===== src/rtl/alu_shift_sequencer_if.sv =====
// Request/result bundle between the microsequencer and the rotate/shift sequencer.
interface alu_shift_sequencer_if;
   logic        start;
   logic [4:0]  alu_op;
   logic        size;
   logic [15:0] A;
   logic [7:0]  count;
   logic        cy_in;
   logic        busy;
   logic        done;
   logic [15:0] R;
   logic [5:0]  flags;
   logic [5:0]  flags_we;

   modport master (
      output start, alu_op, size, A, count, cy_in,
      input  busy, done, R, flags, flags_we
   );

   modport slave (
      input  start, alu_op, size, A, count, cy_in,
      output busy, done, R, flags, flags_we
   );
endinterface


===== src/rtl/alu_shift_sequencer.sv =====
// Multi-cycle rotate/shift unit: one single-bit step per clock on acc/cy,
// final result and flags registered on the way into FIN.
//
// state | meaning
// IDLE  | waiting for start; busy=0
// STEP  | one bit of rotate/shift per cycle, n counts down
// FIN   | done=1, R/flags/flags_we valid (held until next result)
module alu_shift_sequencer #(
   parameter int CNT_BITS = 5
) (
   input logic                 clock,
   input logic                 reset,
   alu_shift_sequencer_if.slave bus
);

   localparam logic [4:0] ALUOP_ROL  = 5'h08;
   localparam logic [4:0] ALUOP_ROR  = 5'h09;
   localparam logic [4:0] ALUOP_ROLC = 5'h0A;
   localparam logic [4:0] ALUOP_RORC = 5'h0B;
   localparam logic [4:0] ALUOP_SHL  = 5'h0C;
   localparam logic [4:0] ALUOP_SHR  = 5'h0D;
   localparam logic [4:0] ALUOP_SHRA = 5'h0E;
   localparam logic [4:0] ALUOP_SHLA = 5'h0F;

   typedef enum logic [1:0] {IDLE, STEP, FIN} state_t;

   state_t              state, state_nxt;
   logic [4:0]          op;
   logic                size_q;
   logic [15:0]         acc;
   logic                cy;
   logic [CNT_BITS-1:0] n;
   logic                a_msb;
   logic [15:0]         r_q;
   logic [5:0]          flags_q;
   logic [5:0]          we_q;

   logic [15:0] step_acc;
   logic        step_cy;
   logic [5:0]  fin_flags;
   logic [5:0]  fin_we;
   logic        start_ok;
   logic        op_ok;
   logic        unused_count;

   // upper count bits are intentionally ignored (count is masked)
   assign unused_count = ^bus.count;

   // recognised opcode check on the incoming request
   always_comb begin
      op_ok = 1'b0;
      case (bus.alu_op)
         ALUOP_ROL, ALUOP_ROR, ALUOP_ROLC, ALUOP_RORC,
         ALUOP_SHL, ALUOP_SHR, ALUOP_SHRA, ALUOP_SHLA: op_ok = 1'b1;
         default: op_ok = 1'b0;
      endcase
      start_ok = op_ok && (bus.count[CNT_BITS-1:0] != '0);
   end

   // state register
   always_ff @(posedge clock) begin
      if (reset) state <= IDLE;
      else       state <= state_nxt;
   end

   // next state and status decode
   always_comb begin
      state_nxt = state;
      bus.busy  = 1'b0;
      bus.done  = 1'b0;
      case (state)
         IDLE: begin
            if (bus.start) state_nxt = start_ok ? STEP : FIN;
         end
         STEP: begin
            bus.busy = 1'b1;
            if (n == CNT_BITS'(1)) state_nxt = FIN;
         end
         FIN: begin
            bus.busy  = 1'b1;
            bus.done  = 1'b1;
            state_nxt = IDLE;
         end
         default: state_nxt = IDLE;
      endcase
   end

   // single-bit step; byte mode works on acc[7:0] and leaves acc[15:8] alone
   always_comb begin
      logic [15:0] w;
      logic [7:0]  b;
      logic        wc;
      logic        bc;
      w  = acc;
      b  = acc[7:0];
      wc = cy;
      bc = cy;
      case (op)
         ALUOP_ROL: begin
            w = {acc[14:0], acc[15]}; wc = acc[15];
            b = {acc[6:0], acc[7]};   bc = acc[7];
         end
         ALUOP_ROR: begin
            w = {acc[0], acc[15:1]};  wc = acc[0];
            b = {acc[0], acc[7:1]};   bc = acc[0];
         end
         ALUOP_ROLC: begin
            w = {acc[14:0], cy};      wc = acc[15];
            b = {acc[6:0], cy};       bc = acc[7];
         end
         ALUOP_RORC: begin
            w = {cy, acc[15:1]};      wc = acc[0];
            b = {cy, acc[7:1]};       bc = acc[0];
         end
         ALUOP_SHL, ALUOP_SHLA: begin
            w = {acc[14:0], 1'b0};    wc = acc[15];
            b = {acc[6:0], 1'b0};     bc = acc[7];
         end
         ALUOP_SHR: begin
            w = {1'b0, acc[15:1]};    wc = acc[0];
            b = {1'b0, acc[7:1]};     bc = acc[0];
         end
         ALUOP_SHRA: begin
            w = {acc[15], acc[15:1]}; wc = acc[0];
            b = {acc[7], acc[7:1]};   bc = acc[0];
         end
         default: ;
      endcase
      step_acc = size_q ? w : {acc[15:8], b};
      step_cy  = size_q ? wc : bc;
   end

   // flags from the post-step acc/cy, used on the last STEP cycle
   always_comb begin
      logic msb;
      logic msb1;
      logic zero;
      logic par;
      logic v;
      logic is_shift;
      msb      = size_q ? step_acc[15] : step_acc[7];
      msb1     = size_q ? step_acc[14] : step_acc[6];
      zero     = size_q ? (step_acc == 16'h0000) : (step_acc[7:0] == 8'h00);
      par      = ~^step_acc[7:0];
      v        = 1'b0;
      is_shift = 1'b0;
      case (op)
         ALUOP_ROL, ALUOP_ROLC:  v = msb ^ step_cy;
         ALUOP_ROR, ALUOP_RORC:  v = msb ^ msb1;
         ALUOP_SHL, ALUOP_SHLA: begin v = msb ^ step_cy; is_shift = 1'b1; end
         ALUOP_SHR:             begin v = a_msb;         is_shift = 1'b1; end
         ALUOP_SHRA:            begin v = 1'b0;          is_shift = 1'b1; end
         default: ;
      endcase
      fin_flags = {is_shift & zero, is_shift & msb, is_shift & par, v, step_cy, 1'b0};
      fin_we    = is_shift ? 6'b111110 : 6'b000110;
   end

   // operand capture, stepping and result registers
   always_ff @(posedge clock) begin
      if (reset) begin
         op      <= '0;
         size_q  <= 1'b0;
         acc     <= '0;
         cy      <= 1'b0;
         n       <= '0;
         a_msb   <= 1'b0;
         r_q     <= '0;
         flags_q <= '0;
         we_q    <= '0;
      end else begin
         case (state)
            IDLE: begin
               if (bus.start) begin
                  op     <= bus.alu_op;
                  size_q <= bus.size;
                  acc    <= bus.A;
                  cy     <= bus.cy_in;
                  n      <= bus.count[CNT_BITS-1:0];
                  a_msb  <= bus.size ? bus.A[15] : bus.A[7];
                  if (!start_ok) begin
                     r_q     <= bus.A;
                     flags_q <= '0;
                     we_q    <= '0;
                  end
               end
            end
            STEP: begin
               acc <= step_acc;
               cy  <= step_cy;
               n   <= n - CNT_BITS'(1);
               if (n == CNT_BITS'(1)) begin
                  r_q     <= step_acc;
                  flags_q <= fin_flags;
                  we_q    <= fin_we;
               end
            end
            default: ;
         endcase
      end
   end

   assign bus.R        = r_q;
   assign bus.flags    = flags_q;
   assign bus.flags_we = we_q;

endmodule


===== src/flat_wrapper.sv =====
// flat-port wrapper written by rule: the top's interface ports become plain ports
module alu_shift_sequencer_flat 
#(
   parameter int CNT_BITS = 5
)
  (clock, reset, bus_start, bus_alu_op, bus_size, bus_A, bus_count, bus_cy_in, bus_busy, bus_done, bus_R, bus_flags, bus_flags_we);
  alu_shift_sequencer_if bus_i ();
  input logic clock;
  input logic reset;
  input wire logic [$bits(bus_i.start)-1:0] bus_start;
  input wire logic [$bits(bus_i.alu_op)-1:0] bus_alu_op;
  input wire logic [$bits(bus_i.size)-1:0] bus_size;
  input wire logic [$bits(bus_i.A)-1:0] bus_A;
  input wire logic [$bits(bus_i.count)-1:0] bus_count;
  input wire logic [$bits(bus_i.cy_in)-1:0] bus_cy_in;
  output wire logic [$bits(bus_i.busy)-1:0] bus_busy;
  output wire logic [$bits(bus_i.done)-1:0] bus_done;
  output wire logic [$bits(bus_i.R)-1:0] bus_R;
  output wire logic [$bits(bus_i.flags)-1:0] bus_flags;
  output wire logic [$bits(bus_i.flags_we)-1:0] bus_flags_we;
  assign bus_i.start = bus_start;
  assign bus_i.alu_op = bus_alu_op;
  assign bus_i.size = bus_size;
  assign bus_i.A = bus_A;
  assign bus_i.count = bus_count;
  assign bus_i.cy_in = bus_cy_in;
  assign bus_busy = bus_i.busy;
  assign bus_done = bus_i.done;
  assign bus_R = bus_i.R;
  assign bus_flags = bus_i.flags;
  assign bus_flags_we = bus_i.flags_we;
  alu_shift_sequencer #(.CNT_BITS(CNT_BITS)) u_core (.clock(clock), .reset(reset), .bus(bus_i));
endmodule

===== config.mk =====
export PLATFORM = sky130hd
export DESIGN_NAME = alu_shift_sequencer_flat
export DESIGN_NICKNAME = d
export VERILOG_FILES = /design/src/rtl/alu_shift_sequencer_if.sv /design/src/rtl/alu_shift_sequencer.sv /design/src/flat_wrapper.sv
export SDC_FILE = /design/constraint.sdc
export NUM_CORES = 1
export LEC_CHECK = 0
export ABC_AREA = 1
export ABC_CLOCK_PERIOD_IN_PS = 2100
export CORE_UTILIZATION = 60
export CTS_BUF_LIST = sky130_fd_sc_hd__clkbuf_2
export CTS_CLUSTER_SIZE = 25
export DETAILED_ROUTE_END_ITERATION = 6
export DONT_BUFFER_PORTS = 1
export HOLD_SLACK_MARGIN = 0.02
export PLACE_DENSITY = 0.79
export SLEW_MARGIN = 20
export SYNTH_ARGS = -nofsm -noshare
export SYNTH_HDL_FRONTEND = slang
export SYNTH_SLANG_ARGS = --single-unit

===== constraint.sdc =====
create_clock -name clock -period 2.1 [get_ports clock]
set_input_delay 0.315 -clock clock [delete_from_list [all_inputs] [get_ports clock]]
set_output_delay 0.315 -clock clock [all_outputs]
set_load 0.1 [all_outputs]

Word-level counts from Yosys, hierarchy flattened
Memories as Yosys holds them, arrays and structs flattened.
Cells that the tools add are included.
{ "word_totals": {"regBits": 59, "romBits": 16, "in_bits": 34, "out_inout_bits": 30, "wordCells": 84, "mem_count": 1} }
{ "op_classes": {"add_sub_neg": 1, "n_eq_ne": 14, "muxes": 36, "bitwise_logic": 5, "n_reduce_logical": 17} }
{ "memory_table": {"columns": ["name", "depth", "word_bits", "rd", "rd_ports_with_merged_regs", "wr", "line", "source"], "rows": [
  ["(name not given)", 16, 1, 1, 0, 0, "alu_shift_sequencer.sv:52", "case (bus.alu_op)"]
]} }
{ "op_table": {"columns": ["operator", "count"], "rows": [
  ["$pmux 16 s7", 1],
  ["$mux 16", 5],
  ["$pmux 16 s2", 2],
  ["$pmux 8 s7", 1],
  ["$eq 5x4->1 const B", 8],
  ["$mux 6", 5],
  ["$pmux 6 s2", 2],
  ["$logic_not 16->1", 1],
  ["$reduce_or 4->1", 3],
  ["$mux 1", 10],
  ["$pmux 5 s2", 1],
  ["$logic_not 8->1", 1],
  ["$reduce_xnor 8->1", 1],
  ["$mux 2", 3],
  ["$pmux 1 s2", 3],
  ["$reduce_and 2->1", 3],
  ["$reduce_or 2->1", 3],
  ["$eq 5x1->1 const B", 1],
  ["$mux 5", 1],
  ["$reduce_bool 5->1", 1],
  ["$sub 5x1->5 const B", 1],
  ["$ne 2x2->1 const B", 2],
  ["$pmux 2 s2", 1],
  ["$reduce_and 4->1", 1],
  ["other kinds (9)", 12]
]} }

Depth between registers and ports, before layout
Gate-level depths: netlist of the first run.
{ "logic_depth": {"word_depth": 9, "depth_mapped": 17, "depth_no_buf": 17} }

Worst setup path after synthesis of the first run
No wires, ideal clock.
{ "synth_timing": {"kind": "reg-to-reg", "from": "register u_core.op[3]", "to": "register u_core.flags_q[3] (netlist: u_core.bus.flags[3])", "setup_time_ps": 71, "arrival_ps": 2059, "t_required_ps": 2029, "setup_slack_ps": -30, "stages_incl_launch_ff": 15, "path_buffers": 0, "period_less_slack_ps": 2130, "path_cell_list": "dfxtp_1 > nand2_1 > nor2_2 > nand2_1 > nand2_4 > inv_2 > o21ai_0 > nand2_1 > o21ai_0 > inv_1 > ha_1 > xnor2_1 > xnor2_1 > nand2_1 > a21oi_1"} }
{ "synth_via": {"elab_chain_len": 8, "elab_cells_between_ends": 18, "classes_between": "eq/ne: 8; mux: 6; bitwise: 1; reduce/logical: 3"} }
{ "synth_rtl": {"columns": ["item", "line", "source"], "rows": [
  ["from (decl)", "alu_shift_sequencer.sv:28", "logic [4:0] op;"],
  ["from (signal assigned)", "alu_shift_sequencer.sv:175", "op <= bus.alu_op;"],
  ["$eq 5x4->1", "alu_shift_sequencer.sv:98, alu_shift_sequencer.sv:147", null],
  ["$reduce_or 2->1", null, null],
  ["$pmux 8 s7 / $pmux 16 s7 (equally long branches)", "alu_shift_sequencer.sv:98", "case (op)"],
  ["$mux 16", "alu_shift_sequencer.sv:129", "step_acc = size_q ? w : {acc[15:8], b};"],
  ["$reduce_xnor 8->1", "alu_shift_sequencer.sv:144", "par = ~^step_acc[7:0];"],
  ["$and 1x1->1 (*)", "alu_shift_sequencer.sv:155", "fin_flags = {is_shift & zero, is_shift & msb, is_shift & par, v, step_cy, 1'b0};"],
  ["$mux 6 (*)", "alu_shift_sequencer.sv:192", "if (n == CNT_BITS'(1)) begin"],
  ["$pmux 6 s2 (*)", "alu_shift_sequencer.sv:172", "case (state)"],
  ["to (signal assigned)", "alu_shift_sequencer.sv:194", "flags_q <= fin_flags;"],
  ["to (decl)", "alu_shift_sequencer.sv:35", "logic [5:0] flags_q;"]
]} }
Mark *: on every way between the ends. The rest lies on a longest branch, timed or not. The select of a mux whose other input is x is not followed.
A chain may end at the register's enable or synchronous reset.

Worst setup path after layout of the first run
Ends and elaborated chain as after synthesis.

==> impl_metrics.py, run 1 <==
metrics = {
    "yosys": {
        "netlist_instances": 479,
        "ys_seq_elements": 54,
        "yosysSeqAreaShare_pct": 33.7,
        "syn_area_um2": 3210,
        "yosys.area.top_type": "dfxtp_1",
        "synth_commonest_cells": "nand2_1, inv_1, dfxtp_1, o21ai_0, nor2_1",
        "ys.warnings.count": 0,
        "async_flop_share_pct": 0,
        "ys_top_cells_by_area": "dfxtp_1, nand2_1, o21ai_0, inv_1, nor2_1",
        "synth_top_area_share_pct": 33.7,
        "syn_area_per_cell_um2": 6.69,
        "synth_edf_count": 0,
        "synth_most_common_cell": "nand2_1",
        "ys.flop_type": "dfxtp_1",
        "ys_types": 36,
    },
    "sta": {
        "period_minus_slack_ns": 2.13,
        "fin_crit_sh_pct": 102,
        "rsz0062_at_grt": "yes",
        "setup_ws_ns": -0.0320,
        "hold_ws_ns": -0.138,
        "setup_viol": 2,
        "final-hold-violation-count": 22,
        "final_max_slew_viol_count": 0,
        "slew-limit-headroom_pct": 44.3,
        "tightest_slew_ns": 0.836,
        "finalClockSkew_ns": 0.0281,
        "max_freq_mhz": 469,
    },
    "pwr": {
        "switching_share_pct": 52.8,
        "power_switching_mw": 2.58,
        "comb_power_share_pct": 61.4,
        "p_leak_nw": 1.85,
        "seqPwrFrac_pct": 29.6,
        "power_frac_clock_pct": 8.9,
        "vdd_ir_drop_max_v": 0.000942,
        "finalPower_mw": 4.89,
        "internal_power_mw": 2.31,
        "p_per_area_nw_per_um2": 1230,
    },
    "critical_path": {
        "rrSetupSlack_ns": -0.03,
        "critPathTopFamily": "simple AND/OR/NAND/NOR gates",
        "rr_worst_depth": 13,
        "path_buf_inv": 2,
        "slowest_stage": "dfxtp_4",
        "endpoint_kind": "flop",
        "worstSetupPathType": "flop to flop",
        "cp.required_ns": 2.54,
        "cpMostUsedCell": "nand2_1",
        "cp_max_fo": 5,
        "cp_data_arrival_time_ns": 2.57,
        "cp_cell_sequence": "inv_1 -> nor2_4 -> nand3_2 -> nand2_4 -> buf_4 -> nand2_1 -> nand3_1 -> nand2_1 -> ha_4 -> xnor2_2 -> xnor2_1 -> nand2_1 -> a21oi_1",
        "start_kind": "flop",
        "path_depth": 13,
        "worstReg2RegStart": "u_core.op[3]$_SDFFE_PP0P_",
        "critPathMaxStageDelay_ns": 0.41,
        "timing.rr.end": "u_core.bus.flags[3]$_SDFFE_PP0P_",
    },
    "finish": {
        "utilization_pct": 77.4,
        "areaGrowthSynthToFinish_pct": 24.1,
        "final_nets": 576,
        "drive_above_1_share_pct": 27.2,
        "diodes": 0,
        "fillers": 401,
        "fin_area_um2": 3980,
    },
    "hold_path": {
        "hold_end": "u_core.bus.flags[3]$_SDFFE_PP0P_",
        "hold_path_class": "primary input to flop",
        "min_path_cells": 1,
        "hp-start": "reset",
    },
    "clock_tree": {
        "root_buffer": "clkbuf_2",
        "cts_max_level": 2,
        "cts_sinks": 54,
        "cts_tree": "built",
        "clockBufferDepth": 2,
        "numCtsBuffers": 5,
        "clock_latency_ns": 0.46,
        "clk_pin_slew_ns": 0.31,
    },
    "placed_design": {
        "hpwl_um": 6180,
        "place.gp.congestion": 0.937,
        "place_area_um2": 3620,
        "io_buffer_count": 0,
    },
    "flow_run": {
        "max_cap_violations": 0,
    },
    "routing": {
        "vias": 3464,
        "wl_per_cell_um": 15.6,
        "firstDrtPassIters": 5,
        "detail_route.vias_per_cell": 5.74,
        "ant_nets": 0,
        "drcViolationCount": 0,
        "drt_iter0_drc": 315,
        "wirelength_um": 9450,
    },
    "run_status": {
        "violations": "negative hold slack, negative setup slack",
        "status": "finished with violations",
    },
    "grt": {
        "grt_max_degree": 35,
        "antenna_found_initial": 0,
        "grt_pass1_wl_um": 13400,
        "grt-ovfl-total": 0,
        "grtUsageTotal_pct": 31.4,
        "grt_pass1_vias": 2947,
    },
    "die": {
        "die_w_um": 75.1,
        "die_h_um": 75.1,
        "die-area_um2": 5640,
        "rows": 26,
        "ios": 64,
        "initial_core_util_pct": 62.4,
        "coreArea_um2": 5140,
    },
}
## stage by stage
step | TNS (ns) | setup slack, ns | instances
after floorplan | 0 | 0.0354 | 480
final | -0.0491 | -0.0320 | 604
after CTS | -0.0122 | -0.0122 | 595
after detailed placement | -0.362 | -0.132 | 583
after global placement | -0.0524 | -0.0256 | 583
after global routing | -0.380 | -0.154 | 604
## worst reg2reg max path, delay by kind of cell (launching register included)
| family | cells | cell delay (ns) |
|---|---|---|
| AOI/OAI and AO/OA | 1 | 0.11 |
| xor gates and xnor gates | 2 | 0.33 |
| adders and majority gates | 1 | 0.28 |
| buffers and inverters | 2 | 0.22 |
| DFF | 1 | 0.41 |
| and+or+nand+nor | 7 | 0.76 |
## kinds of logic after synthesis
kind of cell,count (synthesis),share of synthesized area (%)
AO/OA/AOI/OAI,135,24.9
XOR/XNOR,6,1.64
adder cells (fa/ha/maj),9,3.51
buffers and inverters,97,12.4
flip-flops,54,33.7
other,1,0.117
AND/OR/NAND/NOR,177,23.7
## registers in the layout (all words and copies together) (netlist names)
signal,cells
u_core.bus.flags,5
u_core.bus.flags_we,2
u_core.size_q,1
u_core.state,2
u_core.n,5
u_core.bus.R,16
u_core.acc,16
u_core.cy,1
u_core.op,5
u_core.a_msb,1
## layout make-up
| cell class | instances | area (µm²) | area share (%) |
|---|---|---|---|
| clock inverters | 3 | 18.8 | 0.472 |
| repair buffers | 70 | 544 | 13.7 |
| inverters | 71 | 273 | 6.86 |
| flip-flops and latches | 54 | 1100 | 27.7 |
| well taps | 70 | 87.6 | 2.20 |
| repair inverters | 2 | 12.5 | 0.314 |
| clock buffers | 5 | 25.0 | 0.629 |
| multi-input cells | 329 | 1920 | 48.1 |
## layer usage
metal  vias up  GRT usage (%)  wire length [µm]
li1       1670              -                 -
met1      1571           39.4              3740
met2       195           56.0              4720
met3        28           5.62               734
met4         0           7.13               255
met5         -              0                 0
## power groups by stage
stage	Sequential, mW	Clock [mW]	Combinational (mW)
2_1_floorplan	2.08	0	1.31
3_3_place_gp	1.43	0	2.51
3_5_place_dp	1.44	0	2.58
4_1_cts	1.43	0.435	2.69
5_1_grt	1.48	0.484	3.19
6_report	1.45	0.437	3.00
## worst max-delay path by stage
stage,start,endpoint,slack (ns)
after floorplan,u_core.op[4]$_SDFFE_PP0P_,u_core.bus.flags[3]$_SDFFE_PP0P_,0.04
after global placement,u_core.op[3]$_SDFFE_PP0P_,u_core.bus.flags[3]$_SDFFE_PP0P_,-0.03
after detailed placement,u_core.op[0]$_SDFFE_PP0P_,u_core.bus.flags[3]$_SDFFE_PP0P_,-0.13
after CTS,u_core.op[1]$_SDFFE_PP0P_,u_core.bus.flags[3]$_SDFFE_PP0P_,-0.01
after global routing,u_core.op[3]$_SDFFE_PP0P_,u_core.bus.flags[3]$_SDFFE_PP0P_,-0.15
final,u_core.op[3]$_SDFFE_PP0P_,u_core.bus.flags[3]$_SDFFE_PP0P_,-0.03
## cells in the final DEF, fill, tap and decap left out, drive strengths merged, types with 4 or more instances in the layout
cell type	n
nand3	20
nor2	55
ha	9
buf	67
o21bai	4
nand2	94
clkbuf	5
o211ai	26
dfxtp	54
o21ai	67
a21oi	31
inv	70
## what timing repair did
action / in CTS / in global routing
pin swaps: 2 / 18
hold endpoints to repair: 24 / 23
setup buffers: 1 / 7
setup endpoints to repair: 18 / 17
cloned: 1 / 1
hold buffers: 2 / 1
gates resized for setup: 18 / 42
(Power assumes the default switching activity.)
==> run 2, diff against run 1 <==
--- a/config.mk
+++ b/config.mk
@@ -6,7 +6,6 @@
 export NUM_CORES = 1
 export LEC_CHECK = 0
 export ABC_AREA = 1
-export ABC_CLOCK_PERIOD_IN_PS = 2100
 export CORE_UTILIZATION = 60
 export CTS_BUF_LIST = sky130_fd_sc_hd__clkbuf_2
 export CTS_CLUSTER_SIZE = 25
@@ -18,3 +17,4 @@
 export SYNTH_ARGS = -nofsm -noshare
 export SYNTH_HDL_FRONTEND = slang
 export SYNTH_SLANG_ARGS = --single-unit
+export TNS_END_PERCENT = 5
==> run 2 against run 1 <==
  * The run still ends with negative hold slack, negative setup slack left
  * Largest cell class unchanged
  * Final cell count decreased by 0.50%
  * Largest power group unchanged
  * Clock-buffer cell count unchanged
  * Critical endpoint unchanged
  * Highest routed layer unchanged
  * Flip-flop and latch count unchanged
  * Core utilization decreased by 0.27 points
  * Die area unchanged
  * Total power decreased by 0.86%
  * Critical path depth unchanged
==> impl_metrics.py, run 2 (synthesis results as in run 1) <==
metrics = {
    "routing": {
        "drcViolationCount": 0,
        "vias": 3441,
        "firstDrtPassIters": 6,
        "detail_route.vias_per_cell": 5.73,
        "ant_nets": 0,
        "drt_iter0_drc": 290,
        "wirelength_um": 9360,
        "wl_per_cell_um": 15.6,
    },
    "finish": {
        "drive_above_1_share_pct": 27.1,
        "final_nets": 573,
        "diodes": 0,
        "fillers": 399,
        "layout_commonest_cell": "nand2_1",
        "utilization_pct": 77.1,
        "regArea_um2": 1100,
        "multi_input_area_um2": 1920,
        "areaGrowthSynthToFinish_pct": 23.7,
        "final_cell_mix": "nand2_1, buf_4, inv_1",
    },
    "clock_tree": {
        "numCtsBuffers": 5,
        "clk_pin_slew_ns": 0.30,
        "cts_sinks": 54,
        "clockBufferDepth": 2,
        "cts_max_level": 2,
        "clock_latency_ns": 0.47,
        "root_buffer": "clkbuf_2",
        "cts_tree": "built",
    },
    "critical_path": {
        "cp_data_arrival_time_ns": 2.55,
        "worstSetupPathType": "flop to flop",
        "rrSetupSlack_ns": -0.01,
        "critPathMaxStageDelay_ns": 0.41,
        "start_kind": "flop",
        "cpMostUsedCell": "nand2_1",
        "cp_cell_sequence": "inv_1 -> nor2_4 -> nand3_2 -> nand2_4 -> buf_4 -> nand2_1 -> nand3_1 -> nand2_1 -> ha_4 -> xnor2_2 -> xnor2_1 -> nand2_1 -> a21oi_1",
        "slowest_stage": "dfxtp_4",
        "cp.required_ns": 2.54,
        "cp_max_fo": 5,
        "rr_worst_depth": 13,
        "endpoint_kind": "flop",
    },
    "sta": {
        "final-hold-violation-count": 22,
        "final.setup.tns_ns": -0.0119,
        "finalClockSkew_ns": 0.0259,
        "setup_ws_ns": -0.0119,
        "fin_crit_sh_pct": 101,
        "hold_ws_ns": -0.140,
        "slew-limit-headroom_pct": 44.3,
        "max_freq_mhz": 474,
        "period_minus_slack_ns": 2.11,
        "rsz0062_at_grt": "yes",
        "final_max_slew_viol_count": 0,
        "setup_viol": 1,
        "tightest_slew_ns": 0.836,
    },
    "pwr": {
        "vdd_ir_drop_max_v": 0.000929,
        "p_per_area_nw_per_um2": 1220,
        "finalPower_mw": 4.85,
        "p_leak_nw": 1.83,
    },
    "grt": {
        "grt_pass1_wl_um": 13400,
        "grt-ovfl-total": 0,
        "antenna_found_initial": 0,
        "grt_pass1_vias": 2947,
        "grtUsageTotal_pct": 31.4,
        "grt_max_degree": 35,
    },
    "run_status": {
        "status": "finished with violations",
        "violations": "negative hold slack, negative setup slack",
    },
    "die": {
        "ios": 64,
        "die_h_um": 75.1,
        "coreArea_um2": 5140,
        "die-area_um2": 5640,
        "initial_core_util_pct": 62.4,
        "rows": 26,
        "die_w_um": 75.1,
    },
    "flow_run": {
        "max_cap_violations": 0,
    },
    "placed_design": {
        "hpwl_um": 6180,
        "place.gp.congestion": 0.937,
        "io_buffer_count": 0,
    },
    "hold_path": {
        "hold_path_class": "primary input to flop",
        "min_path_cells": 1,
    },
}
==> run 2: path summary, 6_finish.rpt <==
kind,endpoint,from
worst max-delay path,u_core.bus.flags[3]$_SDFFE_PP0P_,u_core.op[3]$_SDFFE_PP0P_
worst min-delay path,u_core.bus.flags[4]$_SDFFE_PP0P_,reset
worst max register to register,u_core.bus.flags[3]$_SDFFE_PP0P_,u_core.op[3]$_SDFFE_PP0P_
worst min register to register,u_core.n[4]$_SDFFE_PP0P_,u_core.n[4]$_SDFFE_PP0P_
==> run 2: worst max-delay path: cells and delay by family, from the launching register on <==
| kind | cells | cell delay, ns |
|---|---|---|
| adders and majority gates | 1 | 0.28 |
| DFF | 1 | 0.41 |
| and+or+nand+nor | 7 | 0.76 |
| xor gates and xnor gates | 2 | 0.30 |
| buffers and inverters | 2 | 0.23 |
| AOI/OAI and AO/OA | 1 | 0.11 |
==> run 2: timing repair <==
item | in CTS | in global routing
buffers inserted | 1 | 4
endpoints found under the hold margin | 24 | 23
cloned | 1 | 1
gates resized for setup | 18 | 45
endpoints found under the setup margin | 18 | 17
hold buffers | 2 | 1
pin swaps | 2 | 19
==> run 2: cell type report <==
cell class,count,share of cell area [%]
repair buffers,67,13.2
multi-input cells,329,48.5
clock inverters,3,0.473
inverters,71,6.94
clock buffers,5,0.631
well taps,70,2.21
flip-flops and latches,54,27.8
repair inverters,2,0.316
==> run 2: stage by stage <==
stage	setup slack, ns	hold WS, ns	cell area [µm²]	cells
floorplan	0.0354	0.445	3210	480
global placement	-0.0256	0.377	3620	583
detailed placement	-0.132	0.379	3620	583
CTS	-0.0122	-0.141	3760	595
global route	-0.139	-0.180	3970	601
finish	-0.0119	-0.140	3970	601
==> run 2: power breakdown <==
| part | total, mW | internal (mW) | switching [mW] |
|---|---|---|---|
| registers | 1.45 | 1.26 | 0.192 |
| clock network | 0.434 | 0.0836 | 0.351 |
| logic | 2.96 | 0.942 | 2.02 |
| total | 4.85 | 2.28 | 2.56 |
==> run 2: per-layer routing <==
| layer | vias up | wire (µm) | share of wire (%) | global-route usage, % |
|---|---|---|---|---|
| met2 | 189 | 4750 | 51 | 56.0 |
| met1 | 1554 | 3610 | 39 | 39.4 |
| met5 | - | 0 | 0 | 0 |
| li1 | 1670 | - | - | - |
| met3 | 28 | 782 | 8.4 | 5.62 |
| met4 | 0 | 226 | 2.4 | 7.13 |
